**config.mk**
```make
export PLATFORM = sky130hd
export DESIGN_NAME = ad7903_acq_ctrl
export DESIGN_NICKNAME = d
export VERILOG_FILES = /design/src/rtl/ad7903_pkg.sv /design/src/rtl/ad7903_rate_tick.sv /design/src/rtl/ad7903_acq_ctrl.sv
export SDC_FILE = /design/constraint.sdc
export NUM_CORES = 1
export LEC_CHECK = 0
export CORE_MARGIN = 1
export CORE_UTILIZATION = 41
export DETAILED_ROUTE_END_ITERATION = 6
export HOLD_SLACK_MARGIN = 0.1
export PLACE_DENSITY = 0.79
export REMOVE_ABC_BUFFERS = 1
export SETUP_SLACK_MARGIN = 0.2
export SYNTH_ARGS = -nofsm -noshare
export SYNTH_HDL_FRONTEND = slang
export SYNTH_SLANG_ARGS = --single-unit
```
**constraint.sdc**
```tcl
create_clock -name i_clk -period 3.9 [get_ports i_clk]
set_clock_uncertainty 0.05 [all_clocks]
set_input_delay 0.78 -clock i_clk [delete_from_list [all_inputs] [get_ports i_clk]]
set_output_delay 0.78 -clock i_clk [all_outputs]
set_load 0.005 [all_outputs]
```
**src/rtl/ad7903_pkg.sv**
```systemverilog
// Shared definitions for the AD7903 acquisition path: sequencer state codes,
// SPI master state encodings and the default sample width.
`timescale 1ns/1ps
package ad7903_pkg;

  localparam int DEFAULT_DATA_WIDTH = 16;

  // SPI_AD7903 master state encodings as seen on its state output.
  localparam logic [2:0] SPI_ST_IDLE = 3'd0;
  localparam logic [2:0] SPI_ST_DONE = 3'd4;

  // Acquisition sequencer states (plain constants so older tools accept them).
  typedef logic [2:0] acq_state_t;
  localparam acq_state_t ST_IDLE      = 3'd0;
  localparam acq_state_t ST_CNV_HI    = 3'd1;
  localparam acq_state_t ST_CONV_WAIT = 3'd2;
  localparam acq_state_t ST_SPI_START = 3'd3;
  localparam acq_state_t ST_SPI_WAIT  = 3'd4;
  localparam acq_state_t ST_LATCH     = 3'd5;

endpackage

```
**src/rtl/ad7903_rate_tick.sv**
```systemverilog
// Sample-rate pacer: counts 0..PERIOD_CYCLES-1 while enabled and emits a
// registered one-cycle tick at terminal count. Held at zero while disabled,
// so the first tick lands PERIOD_CYCLES cycles after enable rises.
`timescale 1ns/1ps
module ad7903_rate_tick #(
  parameter int PERIOD_CYCLES = 2000
) (
  input  logic clk_i,
  input  logic rst_i,
  input  logic en_i,
  output logic tick_o
);

  localparam int CNT_W = $clog2(PERIOD_CYCLES);
  localparam logic [CNT_W-1:0] CNT_LAST = CNT_W'(PERIOD_CYCLES - 1);

  logic [CNT_W-1:0] cnt_q, cnt_d;
  logic             tick_q, tick_d;

  // Next count and tick; wraps to zero on the tick cycle.
  always_comb begin
    cnt_d  = '0;
    tick_d = 1'b0;
    if (en_i) begin
      if (cnt_q == CNT_LAST) begin
        tick_d = 1'b1;
      end else begin
        cnt_d = cnt_q + CNT_W'(1);
      end
    end
  end

  // Counter and tick registers.
  always_ff @(posedge clk_i or posedge rst_i) begin
    if (rst_i) begin
      cnt_q  <= '0;
      tick_q <= 1'b0;
    end else begin
      cnt_q  <= cnt_d;
      tick_q <= tick_d;
    end
  end

  assign tick_o = tick_q;

endmodule

```
**src/rtl/ad7903_acq_ctrl.sv**
```systemverilog
// Acquisition sequencer for a dual-channel AD7903 front end: paces conversions,
// drives CNV, launches both SPI masters together, waits for both to finish,
// latches the sample pair and reports overrun/timeout errors.
`timescale 1ns/1ps
module ad7903_acq_ctrl
  import ad7903_pkg::*;
#(
  parameter int DATA_WIDTH      = DEFAULT_DATA_WIDTH,
  parameter int PERIOD_CYCLES   = 2000,
  parameter int CNV_HIGH_CYCLES = 4,
  parameter int CONV_CYCLES     = 110,
  parameter int TIMEOUT_CYCLES  = 1024
) (
  input  logic                  i_clk,
  input  logic                  i_rst,
  input  logic                  i_enable,
  input  logic                  i_single,
  input  logic                  i_clear,
  output logic                  o_cnv,
  output logic                  o_spi_start,
  input  logic [2:0]            i_spi_state_a,
  input  logic [2:0]            i_spi_state_b,
  input  logic [DATA_WIDTH-1:0] i_miso_data_a,
  input  logic [DATA_WIDTH-1:0] i_miso_data_b,
  output logic [DATA_WIDTH-1:0] o_data_a,
  output logic [DATA_WIDTH-1:0] o_data_b,
  output logic                  o_valid,
  output logic                  o_busy,
  output logic                  o_overrun,
  output logic                  o_timeout,
  output logic [31:0]           o_sample_cnt
);

  // One counter serves both the CNV/conversion phase and the SPI timeout.
  localparam int PH_MAX = (CONV_CYCLES > TIMEOUT_CYCLES) ? CONV_CYCLES : TIMEOUT_CYCLES;
  localparam int PH_W   = $clog2(PH_MAX + 1);
  localparam logic [PH_W-1:0] PH_CNV_END  = PH_W'(CNV_HIGH_CYCLES - 1);
  localparam logic [PH_W-1:0] PH_CONV_END = PH_W'(CONV_CYCLES - 1);
  localparam logic [PH_W-1:0] PH_TO_END   = PH_W'(TIMEOUT_CYCLES - 1);

  logic tick;

  ad7903_rate_tick #(
    .PERIOD_CYCLES(PERIOD_CYCLES)
  ) u_rate_tick (
    .clk_i (i_clk),
    .rst_i (i_rst),
    .en_i  (i_enable),
    .tick_o(tick)
  );

  acq_state_t            state_q, state_d;
  logic [PH_W-1:0]       phase_q, phase_d;
  logic                  done_a_q, done_a_d, done_b_q, done_b_d;
  logic                  cnv_q, start_q, valid_q, busy_q, overrun_q, timeout_q;
  logic [DATA_WIDTH-1:0] data_a_q, data_b_q;
  logic [31:0]           cnt_q;
  logic                  to_event;
  logic                  ovr_event;
  logic                  done_a_now, done_b_now, both_active;

  // A channel counts as finished once its master has been seen idle in SPI_WAIT.
  assign done_a_now  = done_a_q | (i_spi_state_a == SPI_ST_IDLE);
  assign done_b_now  = done_b_q | (i_spi_state_b == SPI_ST_IDLE);
  assign both_active = (i_spi_state_a != SPI_ST_IDLE) && (i_spi_state_b != SPI_ST_IDLE);
  // A tick that arrives while an acquisition is in flight is dropped and flagged.
  assign ovr_event   = tick & busy_q;

  // Sequencer next-state, phase counter and per-channel completion tracking.
  always_comb begin
    state_d  = state_q;
    phase_d  = phase_q + PH_W'(1);
    done_a_d = done_a_q;
    done_b_d = done_b_q;
    to_event = 1'b0;
    case (state_q)
      ST_IDLE: begin
        phase_d  = '0;
        done_a_d = 1'b0;
        done_b_d = 1'b0;
        if (tick || i_single) state_d = ST_CNV_HI;
      end
      ST_CNV_HI: begin
        if (phase_q == PH_CNV_END) state_d = ST_CONV_WAIT;
      end
      ST_CONV_WAIT: begin
        if (phase_q == PH_CONV_END) begin
          state_d = ST_SPI_START;
          phase_d = '0;
        end
      end
      ST_SPI_START: begin
        if (both_active) begin
          state_d = ST_SPI_WAIT;
        end else if (phase_q == PH_TO_END) begin
          state_d  = ST_IDLE;
          to_event = 1'b1;
        end
      end
      ST_SPI_WAIT: begin
        done_a_d = done_a_now;
        done_b_d = done_b_now;
        if (done_a_now && done_b_now) begin
          state_d = ST_LATCH;
        end else if (phase_q == PH_TO_END) begin
          state_d  = ST_IDLE;
          to_event = 1'b1;
        end
      end
      ST_LATCH: state_d = ST_IDLE;
      default:  state_d = ST_IDLE;
    endcase
  end

  // State, counters and outputs decoded from the next state so every output is registered.
  always_ff @(posedge i_clk or posedge i_rst) begin
    if (i_rst) begin
      state_q  <= ST_IDLE;
      phase_q  <= '0;
      done_a_q <= 1'b0;
      done_b_q <= 1'b0;
      cnv_q    <= 1'b0;
      start_q  <= 1'b0;
      valid_q  <= 1'b0;
      busy_q   <= 1'b0;
      data_a_q <= '0;
      data_b_q <= '0;
      cnt_q    <= '0;
    end else begin
      state_q  <= state_d;
      phase_q  <= phase_d;
      done_a_q <= done_a_d;
      done_b_q <= done_b_d;
      cnv_q    <= (state_d == ST_CNV_HI);
      start_q  <= (state_d == ST_SPI_START);
      valid_q  <= (state_d == ST_LATCH);
      busy_q   <= (state_d != ST_IDLE);
      if (state_d == ST_LATCH) begin
        data_a_q <= i_miso_data_a;
        data_b_q <= i_miso_data_b;
        cnt_q    <= cnt_q + 32'd1;
      end
    end
  end

  // Sticky error flags; a new error in the clear cycle keeps the flag set.
  always_ff @(posedge i_clk or posedge i_rst) begin
    if (i_rst) begin
      overrun_q <= 1'b0;
      timeout_q <= 1'b0;
    end else begin
      if (ovr_event)    overrun_q <= 1'b1;
      else if (i_clear) overrun_q <= 1'b0;
      if (to_event)     timeout_q <= 1'b1;
      else if (i_clear) timeout_q <= 1'b0;
    end
  end

  assign o_cnv        = cnv_q;
  assign o_spi_start  = start_q;
  assign o_valid      = valid_q;
  assign o_busy       = busy_q;
  assign o_overrun    = overrun_q;
  assign o_timeout    = timeout_q;
  assign o_data_a     = data_a_q;
  assign o_data_b     = data_b_q;
  assign o_sample_cnt = cnt_q;

endmodule

```
==> out/metrics.csv <==
stage,metric,value,unit
cts,count of buffers added by post-CTS timing repair for setup,0,
detailed_routing,via count normalized by instance count,4.98,
detailed_routing,number of iterations in the first detailed-routing pass,4,
global_routing,GRT overflow,0,
logic_synthesis,number of warnings printed during yosys synthesis,0,
power_and_ir_drop,largest vdd supply drop,0.177,mV
logic_synthesis,most area-consuming cells after synthesis,"dfrtp_1 (59%), nand2_1 (11%), xor2_1 (5.4%)",
hold_path,Hold WC Path Type,flop to flop,
floorplan,Std-Cell Rows,36,
detailed_routing,violation count after the first detailed-routing iteration,141,
detailed_routing,wire length after detailed routing,9540,µm
run,count of max-cap constraint violations,0,
worst_setup_path,Worst setup SP type,input port,
cts,count of H-tree levels built during CTS,3,
detailed_routing,final routed wire length divided by cell count,14.1,µm
status,outcome,"finished, final reports clean",
worst_setup_path,endpoint kind of the worst setup timing path,flop,
cts,number of sinks handled by clock tree synthesis,98,
timing,"Worst Setup Slack, final",1020,ps
final_layout,count of nets after finishing,588,
worst_setup_path,crit path DAT,3110,ps
worst_setup_path,cells along the critical path,clkdlybuf4s50_1 > nor3_1 > o221ai_4 > clkinv_1 > nand3_1 > nor3_1 > xor2_1,
cts,clock buffers created by TritonCTS,9,
worst_setup_path,crit path max-delay cell type,nor3_1,
global_routing,number of global-route vias before repair,3294,
logic_synthesis,sequential share of the synthesized area,58.6,%
logic_synthesis,leading area contributor after synthesis,dfrtp_1,
logic_synthesis,area fraction of the dominant cell type after synthesis,58.6,%
timing,highest clock rate,0.348,GHz
timing,RSZ-0062 raised after global routing,no,
cts,CTS Root Buffer Type,clkbuf_8,
placed_design,Placer Congestion,0.807,
global_routing,All-Layer GR Usage,19.4,%
cts,CTS max path bufs,2,
logic_synthesis,gate count after technology mapping,426,
final_layout,ratio of cells with drive above 1 in the final layout,4.77,%
logic_synthesis,share of synthesized registers carrying an async set or reset,100,%
final_layout,diode count,0,
timing,worst-case headroom to the max-slew limit,54.6,%
cts,number of hold-repair buffers added at the cts stage,0,
placed_design,count of input and output buffers,112,
logic_synthesis,cell area after synthesis,4190,µm²
cts,insertion delay of the later-clocked pin in the worst-skew pair,360,ps
timing,Final Max Slew Viols,0,
placed_design,placed wire-length estimate,6750,µm
cts,post-cts repair resize count,0,
detailed_routing,total vias in the final route,3376,
timing,count of endpoints failing setup in the final report,0,
worst_setup_path,delay of the slowest cell on the worst path,540,ps
cts,CTS tree,done,
power_and_ir_drop,power per unit of standard cell area,446,nW/µm²
global_routing,global-route wire length before repair,15700,µm
floorplan,core outline area,9820,µm²
power_and_ir_drop,leakage power summed over all cells,2.68,nW
timing,transition at the pin with the smallest max-transition slack,680,ps
worst_setup_path,Worst Path Buf+Inv,2,
worst_setup_path,Crit Path Category,input port to flop,
floorplan,y dimension of the die,103,µm
global_routing,antenna violations before repair,0,
placed_design,minimum setup slack after placement,662,ps
final_layout,design area,5670,µm²
global_routing,largest net degree at the start of global routing,49,
floorplan,floorplan die area,10600,µm²
floorplan,starting density of the core,42.6,%
timing,sum of negative setup slack,0,ps
worst_setup_path,cell mode on critical path,nor3_1,
floorplan,Chip Width,103,µm
detailed_routing,number of remaining DRC errors,0,
power_and_ir_drop,Pwr Total,2.53,mW
worst_setup_path,"CP delay by family, top",simple AND/OR/NAND/NOR gates,
floorplan,I/O pin count,113,
final_layout,layout overhead on the synthesized area,35.5,%
worst_setup_path,Required @ worst endpoint,4140,ps
cts,clock transition at the registers of the reported paths,100,ps
logic_synthesis,"Avg Cell Area, Syn",9.82,µm²
placed_design,placed cell areas,5470,µm²
timing,final critical-path required period,2880,ps
detailed_routing,number of nets still failing antenna checks after routing,0,
logic_synthesis,Unique masters post-synth,37,
timing,Final Hold Viols,0,
logic_synthesis,number of storage elements in the synthesis netlist,98,
timing,final worst path period share,73.8,%
logic_synthesis,"Top FF cell, synth",dfrtp_1,
logic_synthesis,count of flip-flops with a built-in enable after synthesis,0,
worst_setup_path,Crit Path Max Fanout,18,
## worst min-delay path, stage by stage (launching register included)
cell	delay, ps
dfrtp_1	350
nand2_1	50
nand2_1	60
## cells in the final DEF (no fill, tap or decap), types with 2 or more instances in the layout
cell type,count
o21ai_0,3
ha_1,4
inv_6,2
clkinvlp_4,2
and2_1,2
and4_1,3
clkdlybuf4s50_1,112
and3_1,8
a21oi_1,4
clkbuf_8,10
or4b_1,2
o22ai_1,3
nor2_1,41
nand2b_1,3
xor2_1,26
nand2_1,125
nor3b_1,2
nand3_1,15
nand4_1,13
nor3_1,14
or4_4,2
buf_4,4
inv_1,11
xnor2_1,21
dfrtp_1,98
## cell usage after synthesis, types with 4 or more instances
cell type,n
inv_1,12
and3_1,8
nand4_1,13
clkbuf_1,8
nor2_1,41
xor2_1,26
ha_1,4
a21oi_1,4
dfrtp_1,98
nor3_1,14
nand3_1,15
nand2_1,125
xnor2_1,21
## cell families (layout without fill, tap and decap cells)
kind of cell / count (synthesis) / count (layout) / synth area share, %
adder cells (fa/ha/maj): 4 / 4 / 1.20
buffers and inverters: 25 / 144 / 2.36
flip-flops: 98 / 98 / 58.6
AND/OR/NAND/NOR: 237 / 237 / 25.6
XOR/XNOR: 47 / 47 / 9.84
AO/OA/AOI/OAI: 15 / 15 / 2.42
## sequential cells by signal (all words and copies together) (netlist names), 3 cells and up
signal / flops
o_sample_cnt: 32
u_rate_tick.cnt_q: 11
o_data_a: 16
phase_q: 11
o_data_b: 16
state_q: 3
## path summary, 6_finish.rpt
kind	startpoint	to	slack, ps	cells after the start
max	i_spi_state_b[1]	o_sample_cnt[31]	1020	7
max in group asynchronous	i_rst	o_data_b[10]	2200	3
max reg2reg	state_q[0]	o_sample_cnt[31]	1340	6
min	o_data_a[8]	o_data_a[8]	430	2
min reg2reg	o_data_a[8]	o_data_a[8]	430	2
min in group asynchronous	i_rst	o_data_a[13]	800	2
## where the power goes
group	leakage, nW	internal (mW)	switching, mW
clock	0.0954	0.315	0.347
sequential	1.32	1.17	0.128
combinational	1.26	0.335	0.235
## per-layer routing
metal	share of wire, %	up-vias	global-route usage, %
met1	44	1653	24.3
li1	-	1617	-
met2	49	92	33.2
met4	1.6	0	6.07
met3	5.8	14	4.54
met5	0	-	0
## cell type report
type | count | area [µm²]
Fill cell | 863 | 4150
Timing Repair Buffer | 116 | 1150
Multi-Input combinational cell | 303 | 1650
Clock buffer | 10 | 138
Tap cell | 133 | 166
Clock inverter | 5 | 62.6
Inverter | 13 | 51.3
Sequential cell | 98 | 2450
## stage by stage
stage / util (%) / hold slack, ps / cells
6_report: 57.8 / 431 / 678
5_1_grt: 57.8 / 449 / 678
4_1_cts: 57.8 / 436 / 678
3_5_place_dp: 55.7 / 411 / 663
3_3_place_gp: 55.7 / 408 / 663
2_1_floorplan: - / 401 / 414
Power figures use the tool's default switching activity.
